## src/rtl/busca_instrucao.sv

```systemverilog
`default_nettype none
// +--------------------------------------------------------------------------+
// | busca_instrucao: instruction fetch with kernel/user modes, base offset,   |
// | region check and quantum preemption (counter under BUSCA_QUANTUM_EN).     |
// | Revision: 1.0                                                             |
// +--------------------------------------------------------------------------+
module busca_instrucao #(
  parameter int unsigned ADDR_WIDTH  = 32,
  parameter int unsigned ROTINA_BASE = 0,
  parameter int unsigned SO_BASE     = 200,
  parameter int unsigned REGION_SIZE = 200,
  parameter int unsigned QUANTUM     = 64
) (
  input  logic                  clock,
  input  logic                  reset,
  input  logic                  stall,
  input  logic                  desvio,
  input  logic [ADDR_WIDTH-1:0] alvo_desvio,
  input  logic                  iniciar_usuario,
  input  logic [ADDR_WIDTH-1:0] base_usuario,
  input  logic [ADDR_WIDTH-1:0] pc_usuario,
  input  logic                  fim_programa,
  output logic [ADDR_WIDTH-1:0] endereco,
  output logic                  modo_usuario,
  output logic                  troca_contexto,
  output logic [1:0]            motivo,
  output logic [ADDR_WIDTH-1:0] pc_salvo
);

  localparam logic [ADDR_WIDTH-1:0] C_ROTINA = ADDR_WIDTH'(ROTINA_BASE);
  localparam logic [ADDR_WIDTH-1:0] C_SO     = ADDR_WIDTH'(SO_BASE);
  localparam logic [ADDR_WIDTH-1:0] C_REGION = ADDR_WIDTH'(REGION_SIZE);
  localparam logic [1:0] C_MOT_NONE    = 2'b00;
  localparam logic [1:0] C_MOT_QUANTUM = 2'b01;
  localparam logic [1:0] C_MOT_FIM     = 2'b10;
  localparam logic [1:0] C_MOT_FAULT   = 2'b11;

  typedef enum logic [1:0] {
    ST_KERNEL = 2'd0,
    ST_USER   = 2'd1,
    ST_TRAP   = 2'd2
  } state_t;

  state_t                state_q, state_d;
  logic [ADDR_WIDTH-1:0] pc_q, pc_d;
  logic [ADDR_WIDTH-1:0] base_q, base_d;
  logic [ADDR_WIDTH-1:0] end_q, end_d;
  logic [ADDR_WIDTH-1:0] salvo_q, salvo_d;
  logic [1:0]            motivo_q, motivo_d;
  logic                  troca_q, troca_d;

  logic [ADDR_WIDTH-1:0] w_pc_next;
  logic                  w_fault;
  logic                  w_quantum_exp;
  logic                  w_trap;
  logic [1:0]            w_causa;
  logic                  w_start;
  logic                  w_user_adv;

  assign w_pc_next  = desvio ? alvo_desvio : (pc_q + ADDR_WIDTH'(1));
  assign w_fault    = (w_pc_next >= C_REGION);
  assign w_trap     = fim_programa | w_fault | w_quantum_exp;
  assign w_causa    = fim_programa ? C_MOT_FIM :
                      w_fault      ? C_MOT_FAULT : C_MOT_QUANTUM;
  assign w_start    = !stall && (state_q == ST_KERNEL) && iniciar_usuario;
  assign w_user_adv = !stall && (state_q == ST_USER);

`ifdef BUSCA_QUANTUM_EN
  localparam int unsigned CW = (QUANTUM > 0) ? $clog2(QUANTUM + 1) : 1;
  logic [CW-1:0] cnt_q, cnt_d;

  // Trap on the cycle whose decrement lands on zero (or when already drained).
  assign w_quantum_exp = (cnt_q <= CW'(1));

  always_comb begin
    cnt_d = cnt_q;
    if (w_start) begin
      cnt_d = CW'(QUANTUM);
    end else if (w_user_adv && (cnt_q != '0)) begin
      cnt_d = cnt_q - CW'(1);
    end
  end

  always_ff @(posedge clock or posedge reset) begin
    if (reset) begin
      cnt_q <= '0;
    end else begin
      cnt_q <= cnt_d;
    end
  end
`else
  wire w_unused_quantum = (QUANTUM != 0) & w_user_adv;
  assign w_quantum_exp = 1'b0;
`endif

  always_comb begin
    state_d  = state_q;
    pc_d     = pc_q;
    base_d   = base_q;
    end_d    = end_q;
    salvo_d  = salvo_q;
    motivo_d = motivo_q;
    troca_d  = troca_q;
    if (!stall) begin
      case (state_q)
        ST_KERNEL: begin
          if (iniciar_usuario) begin
            state_d = ST_USER;
            base_d  = base_usuario;
            pc_d    = pc_usuario;
            end_d   = base_usuario + pc_usuario;
          end else begin
            pc_d  = w_pc_next;
            end_d = w_pc_next;
          end
        end
        ST_USER: begin
          if (w_trap) begin
            // The branch is not taken on a trap; its target only becomes pc_salvo.
            state_d  = ST_TRAP;
            salvo_d  = w_pc_next;
            motivo_d = w_causa;
            troca_d  = 1'b1;
            pc_d     = C_ROTINA;
          end else begin
            pc_d  = w_pc_next;
            end_d = base_q + w_pc_next;
          end
        end
        ST_TRAP: begin
          state_d = ST_KERNEL;
          troca_d = 1'b0;
          end_d   = pc_q;
        end
        default: begin
          state_d = ST_KERNEL;
          troca_d = 1'b0;
        end
      endcase
    end
  end

  always_ff @(posedge clock or posedge reset) begin
    if (reset) begin
      state_q  <= ST_KERNEL;
      pc_q     <= C_SO;
      base_q   <= '0;
      end_q    <= C_SO;
      salvo_q  <= '0;
      motivo_q <= C_MOT_NONE;
      troca_q  <= 1'b0;
    end else begin
      state_q  <= state_d;
      pc_q     <= pc_d;
      base_q   <= base_d;
      end_q    <= end_d;
      salvo_q  <= salvo_d;
      motivo_q <= motivo_d;
      troca_q  <= troca_d;
    end
  end

  assign endereco       = end_q;
  assign modo_usuario   = (state_q == ST_USER);
  assign troca_contexto = troca_q;
  assign motivo         = motivo_q;
  assign pc_salvo       = salvo_q;

endmodule
`default_nettype wire

```

## config.mk

```make
export PLATFORM = sky130hd
export DESIGN_NAME = busca_instrucao
export DESIGN_NICKNAME = d
export VERILOG_FILES = /design/src/rtl/busca_instrucao.sv
export SDC_FILE = /design/constraint.sdc
export NUM_CORES = 1
export LEC_CHECK = 0
export CAP_MARGIN = 30
export CORE_ASPECT_RATIO = 1.25
export CORE_MARGIN = 3
export CORE_UTILIZATION = 30
export CTS_BUF_LIST = sky130_fd_sc_hd__clkbuf_8
export CTS_CLUSTER_SIZE = 12
export DETAILED_ROUTE_END_ITERATION = 10
export PLACE_DENSITY = 0.54
export SYNTH_ARGS = -nofsm -noshare
export SYNTH_HDL_FRONTEND = slang
export SYNTH_SLANG_ARGS = --single-unit
```

## constraint.sdc

```tcl
create_clock -name clock -period 4.3 [get_ports clock]
set_clock_uncertainty 0.05 [all_clocks]
set_input_delay 0.645 -clock clock [delete_from_list [all_inputs] [get_ports clock]]
set_output_delay 0.645 -clock clock [all_outputs]
set_load 0.02 [all_outputs]
```

## Word level (Yosys, flattened, before mapping)

Cells that the tools add are included.

- Register bits: 133
- Bits in latches: 0
- Memory bits (writable): 0
- Memory bits (read-only): 0
- Bits of input ports: 102
- Logic and storage cells: 42
- Memories: 0

- Add/subtract/negate cells: 3
- Multipliers: 0
- Div/mod/pow operators: 0
- Order comparisons: 1
- Eq/ne operators: 5
- Shift operators: 0
- Multiplexer cells: 14
- Bitwise gates (word level): 3
- Reduce and logical (&&, ||, !) cells: 9

Operators with widths:

| kind | count |
|---|---|
| $mux 32 | 5 |
| $pmux 32 s3 | 1 |
| $add 32x32->32 | 2 |
| $pmux 32 s2 | 1 |
| $add 32x1->32 const B | 1 |
| $ge 32x8->1 const B | 1 |
| $reduce_and 3->1 | 5 |
| $mux 2 | 4 |
| $ne 2x2->1 const B | 2 |
| $pmux 2 s2 | 1 |
| $reduce_bool 3->1 | 1 |
| $eq 2x1->1 const B | 1 |
| $eq 2x2->1 const B | 1 |
| $logic_not 2->1 | 1 |
| $ne 2x1->1 const B | 1 |
| $not 1->1 | 2 |
| $pmux 1 s2 | 1 |
| $reduce_and 2->1 | 1 |
| $reduce_bool 2->1 | 1 |
| $mux 1 | 1 |
| $or 1x1->1 | 1 |

## Logic depth before layout (Yosys ltp)

- Depth after elaboration: 6
- Depth in mapped cells: 21

## Least setup slack after synthesis

OpenSTA, ideal clock, no wires.

- Kind: input port to flip-flop
- From: input port desvio
- To: register end_q[30], in the netlist endereco[30]
- Arrival: 4.613 ns
- Required time: 4.118 ns
- Setup slack: -0.496 ns
- Cell stages on the path: 21
- Path buffers: 6
- Path through: buf_2 buf_2 clkbuf_1 buf_1 clkbuf_1 buf_2 nand2_1 o21ai_0 ha_1 inv_1 fa_1 nand2b_1 a21oi_1 o211ai_1 a21oi_1 a21boi_0 o311ai_0 a21oi_1 xnor2_1 a221oi_1 o31ai_1

- Longest elaborated chain between the ends: 5

RTL lines:

| what | line | source |
|---|---|---|
| start: declaration | 17 | `input logic desvio,` |
| $mux 32 * | 60 | `assign w_pc_next = desvio ? alvo_desvio : (pc_q + ADDR_WIDTH'(1));` |
| named net w_pc_next[0] | 52 | `logic [ADDR_WIDTH-1:0] w_pc_next;` |
| $ge 32x8->1 | 61 | `assign w_fault = (w_pc_next >= C_REGION);` |
| $or 1x1->1 | 62 | `assign w_trap = fim_programa \| w_fault \| w_quantum_exp;` |
| $ne 2x2->1 (no line) | -- |  |
| $reduce_and 3->1 (no line) | -- |  |
| end signal: assignment | 156 | `end_q <= end_d;` |
| end: declaration | 47 | `logic [ADDR_WIDTH-1:0] end_q, end_d;` |

The timed path passes the listed nets; every way through them passes the cells marked *. The select of a mux whose other input is x is not followed.
A chain may end at the register's enable or synchronous reset.

## Worst setup path after layout

- From: register pc_q[3]
- To: register end_q[27], in the netlist endereco[27]

- Longest elaborated chain between the ends: 6

RTL lines:

| what | line | source |
|---|---|---|
| start: declaration | 45 | `logic [ADDR_WIDTH-1:0] pc_q, pc_d;` |
| start signal: assignment | 154 | `pc_q <= pc_d;` |
| $add 32x1->32 * | 60 |  |
| $mux 32 * | 60 |  |
| named net w_pc_next[15] | 52 |  |
| $ge 32x8->1 | 61 |  |
| $or 1x1->1 | 62 |  |
| $ne 2x2->1 (no line) | -- |  |
| $reduce_and 3->1 (no line) | -- |  |

Marked as above.

==> run_results.csv <==
group,metric,value,unit
sta,setup_violations,0,
sta,hold_viol_final,0,
run,drv_cap,0,
yosys,netlist_top_cells_area,"dfrtp_1 (30%), ha_1 (8.7%), a21oi_1 (4.8%)",
floorplanning,die_h,216.4,µm
floorplanning,coreArea,0.03471,mm²
yosys,synth_largest_area_cell,"dfrtp_1",
detailed_routing,wl_met1,17.89,mm
detailed_routing,top_layer,"met4",
floorplanning,start_util,0.3060,
clock_tree,insertion_delay,0.48,ns
cells_and_area,syn_to_final_growth,35.10,%
detailed_routing,met3_length,1.739,mm
detailed_routing,wl_met2,21.37,mm
sta,relSlewSlack,0.4360,
global_routing,grt_max_degree,83,
critical_path,start_kind,"flop",
sta,maxSlewViolCount,0,
yosys,ys_types,72,
global_routing,grt_pass1_wl,64.60,mm
clock_tree,h-tree-depth,4,
detailed_routing,wirelength,42.38,mm
critical_path,endpoint_kind,"flop",
critical_path,r2r_slack,0.11,ns
critical_path,critPathKind,"flop to flop",
power_and_ir_drop,vdd_drop_max,0.2596,mV
sta,max_freq,0.2387,GHz
place,gp_congestion,0.9335,
place,hpwl,32.50,mm
clock_tree,cts_tree,"yes",
detailed_routing,detail_route.iter0.violations,770,
yosys,ys_seq_elements,133,
detailed_routing,num_vias,10816,
critical_path,crit_fanout,6,
clock_tree,cts_buffer_depth,2,
yosys,ys.warnings.count,0,
global_routing,grt.overflow.total,0,
sta,setup_tns,0,ns
sta,rsz0062_at_grt,"yes",
sta,min_period,4.189,ns
power_and_ir_drop,leakage,6.064,nW
floorplanning,die_area,0.03771,mm²
global_routing,first_global_vias,10911,
detailed_routing,wl_per_cell,21.57,µm
cells_and_area,final_nets,1662,
clock_tree,clockRootBuffer,"clkbuf_8",
clock_tree,cts.sinks,133,
yosys,synth.most_common_cell,"nand2_1",
floorplanning,die_w,174.3,µm
detailed_routing,ant_nets,0,
yosys,synth_ff_type,"dfrtp_1",
global_routing,antenna_found_initial,0,
yosys,synth.top_cell.area_share,0.2992,
sta,min_period_over_period,0.9743,
yosys,synth_commonest_cells,"nand2_1 (128), dfrtp_1 (127), a21oi_1 (101)",
detailed_routing,routed_via_density,5.504,
floorplanning,std_cell_rows,76,
yosys,syn_area,0.01062,mm²
sta,tightest_slew,0.8460,ns
detailed_routing,drc,0,
yosys,avgSynthCellArea,8.627,µm²
clock_tree,cts_buffers,17,
yosys,async_reset_ff_frac,1.000,
power_and_ir_drop,p_total,0.009631,W
clock_tree,path_clk_slew,0.09,ns
cells_and_area,fill_cells,3507,
critical_path,cp_data_required_time,4.60,ns
cells_and_area,drive_above_1_share,0.1770,
worst_hold_path,hp-class,"flop to flop",
power_and_ir_drop,p_per_area,671.3,mW/mm²
detailed_routing,firstDrtPassIters,5,
floorplanning,num_io_pins,170,
yosys,ys_seq_area_frac,0.3141,
yosys,synth_cells,1231,
global_routing,grt_usage,0.2216,
yosys,mappedNetlistNets,1409,
cells_and_area,diodes,0,
yosys,synth_edf_count,0,
place,port_buffers,169,
clock_tree,ctsHoldBuffers,0,
run_status,outcome,"finished clean",
critical_path,arrival,4.49,ns
==> state kept, by name, indices dropped and copies added (netlist names) <==
signal / count
endereco: 32
motivo: 2
base_q: 32
state_q: 2
troca_contexto: 1
pc_salvo: 32
pc_q: 32
==> path summary, 6_finish.rpt <==
| path | startpoint | to | cells past startpoint |
|---|---|---|---|
| worst max-delay path | pc_q[3]$_DFFE_PP1P_ | endereco[27]$_DFFE_PP0P_ | 17 |
| max in group asynchronous | reset | endereco[6]$_DFFE_PP1P_ | 3 |
| worst max register to register | pc_q[3]$_DFFE_PP1P_ | endereco[27]$_DFFE_PP0P_ | 17 |
| worst min-delay path | motivo[1]$_DFFE_PP0P_ | motivo[1]$_DFFE_PP0P_ | 1 |
| worst min register to register | motivo[1]$_DFFE_PP0P_ | motivo[1]$_DFFE_PP0P_ | 1 |
| min in group asynchronous | reset | pc_q[29]$_DFFE_PP0P_ | 2 |
==> metal layers <==
metal / track usage / vias up
li1: - / 5106
met1: 0.2739 / 5279
met2: 0.3957 / 360
met3: 0.02734 / 71
met4: 0.07913 / 0
met5: 0 / -
==> cell families (layout without fill, tap and decap cells) <==
kind of cell,Yosys count,after routing,share of synthesized area
and+or+nand+nor,372,372,0.1753
DFF,133,133,0.3141
xor gates and xnor gates,64,64,0.05278
AOI/OAI and AO/OA,407,407,0.2492
buffers and inverters,104,370,0.03935
muxes,75,75,0.07835
adders and majority gates,76,76,0.09095
==> what timing repair did <==
action | CTS | global route
gates cloned | 0 | 0
gates resized for setup | 14 | 41
endpoints found under the setup margin | 12 | 14
hold endpoints to repair | 0 | 0
setup buffers | 1 | 4
pin swaps | 9 | 20
==> power breakdown <==
part	switching [W]	internal, W
sequential	0.000548	0.00186
combinational	0.00333	0.00281
clock	0.000617	0.000469
total	0.00449	0.00514
==> final cells by class <==
cell class	instances	area [µm²]	area share
clock buffer	17	234.0	0.01631
clock inverter	15	146.4	0.01020
tap	468	585.6	0.04081
multi-input combinational	994	7147	0.4981
inverter	27	106.4	0.007413
timing repair buffer	311	2793	0.1946
sequential	133	3336	0.2325
==> critical path, stage by stage (launching register included) <==
cell      delay [ns]
dfstp_2         0.54
nand4_1         0.07
buf_4           0.18
or4_4           0.56
or3_1           0.32
o221a_2         0.15
inv_2           0.09
ha_1            0.25
nand4_1         0.16
inv_1           0.06
a221o_1         0.36
nand3b_1        0.19
o21ai_2         0.20
o21ai_1         0.10
xor2_1          0.15
a22o_1          0.23
a221oi_2        0.34
o21ai_1         0.09
==> metrics by stage <==
step                      utilization  area (µm²)  cells  setup WS (ns)  hold WS [ns]
final                          0.4134       14350   1965         0.1107        0.4295
after global routing           0.4134       14350   1965       -0.08432        0.4569
after CTS                      0.4065       14110   1961        0.01148        0.4343
after detailed placement       0.3935       13660   1928        -0.4647        0.4111
after global placement         0.3935       13660   1928        -0.4847        0.3989
after floorplan                     -       10640   1231       -0.02509        0.4277
==> layout by cell type (no fill, tap or decap), drive strengths merged, types with 6 or more instances in the layout <==
master	instances
dfrtp	127
o31ai	24
dfstp	6
buf	144
o21ai	91
clkdlybuf4s50	167
a211oi	29
a21oi	101
nor3	12
clkbuf	17
nand2b	15
nor4	16
mux2i	10
o211ai	12
xor2	23
inv	31
o21a	10
a21o	28
a22o	6
a31oi	26
and3	12
ha	74
o21bai	8
nor2b	17
nor2	63
xnor2	41
a221o	9
or4	6
a22oi	10
mux2	65
a221oi	21
nand4	20
and2	21
or3	9
nand3	32
nand2	128
Note: power is estimated with default switching activity, not from simulation.
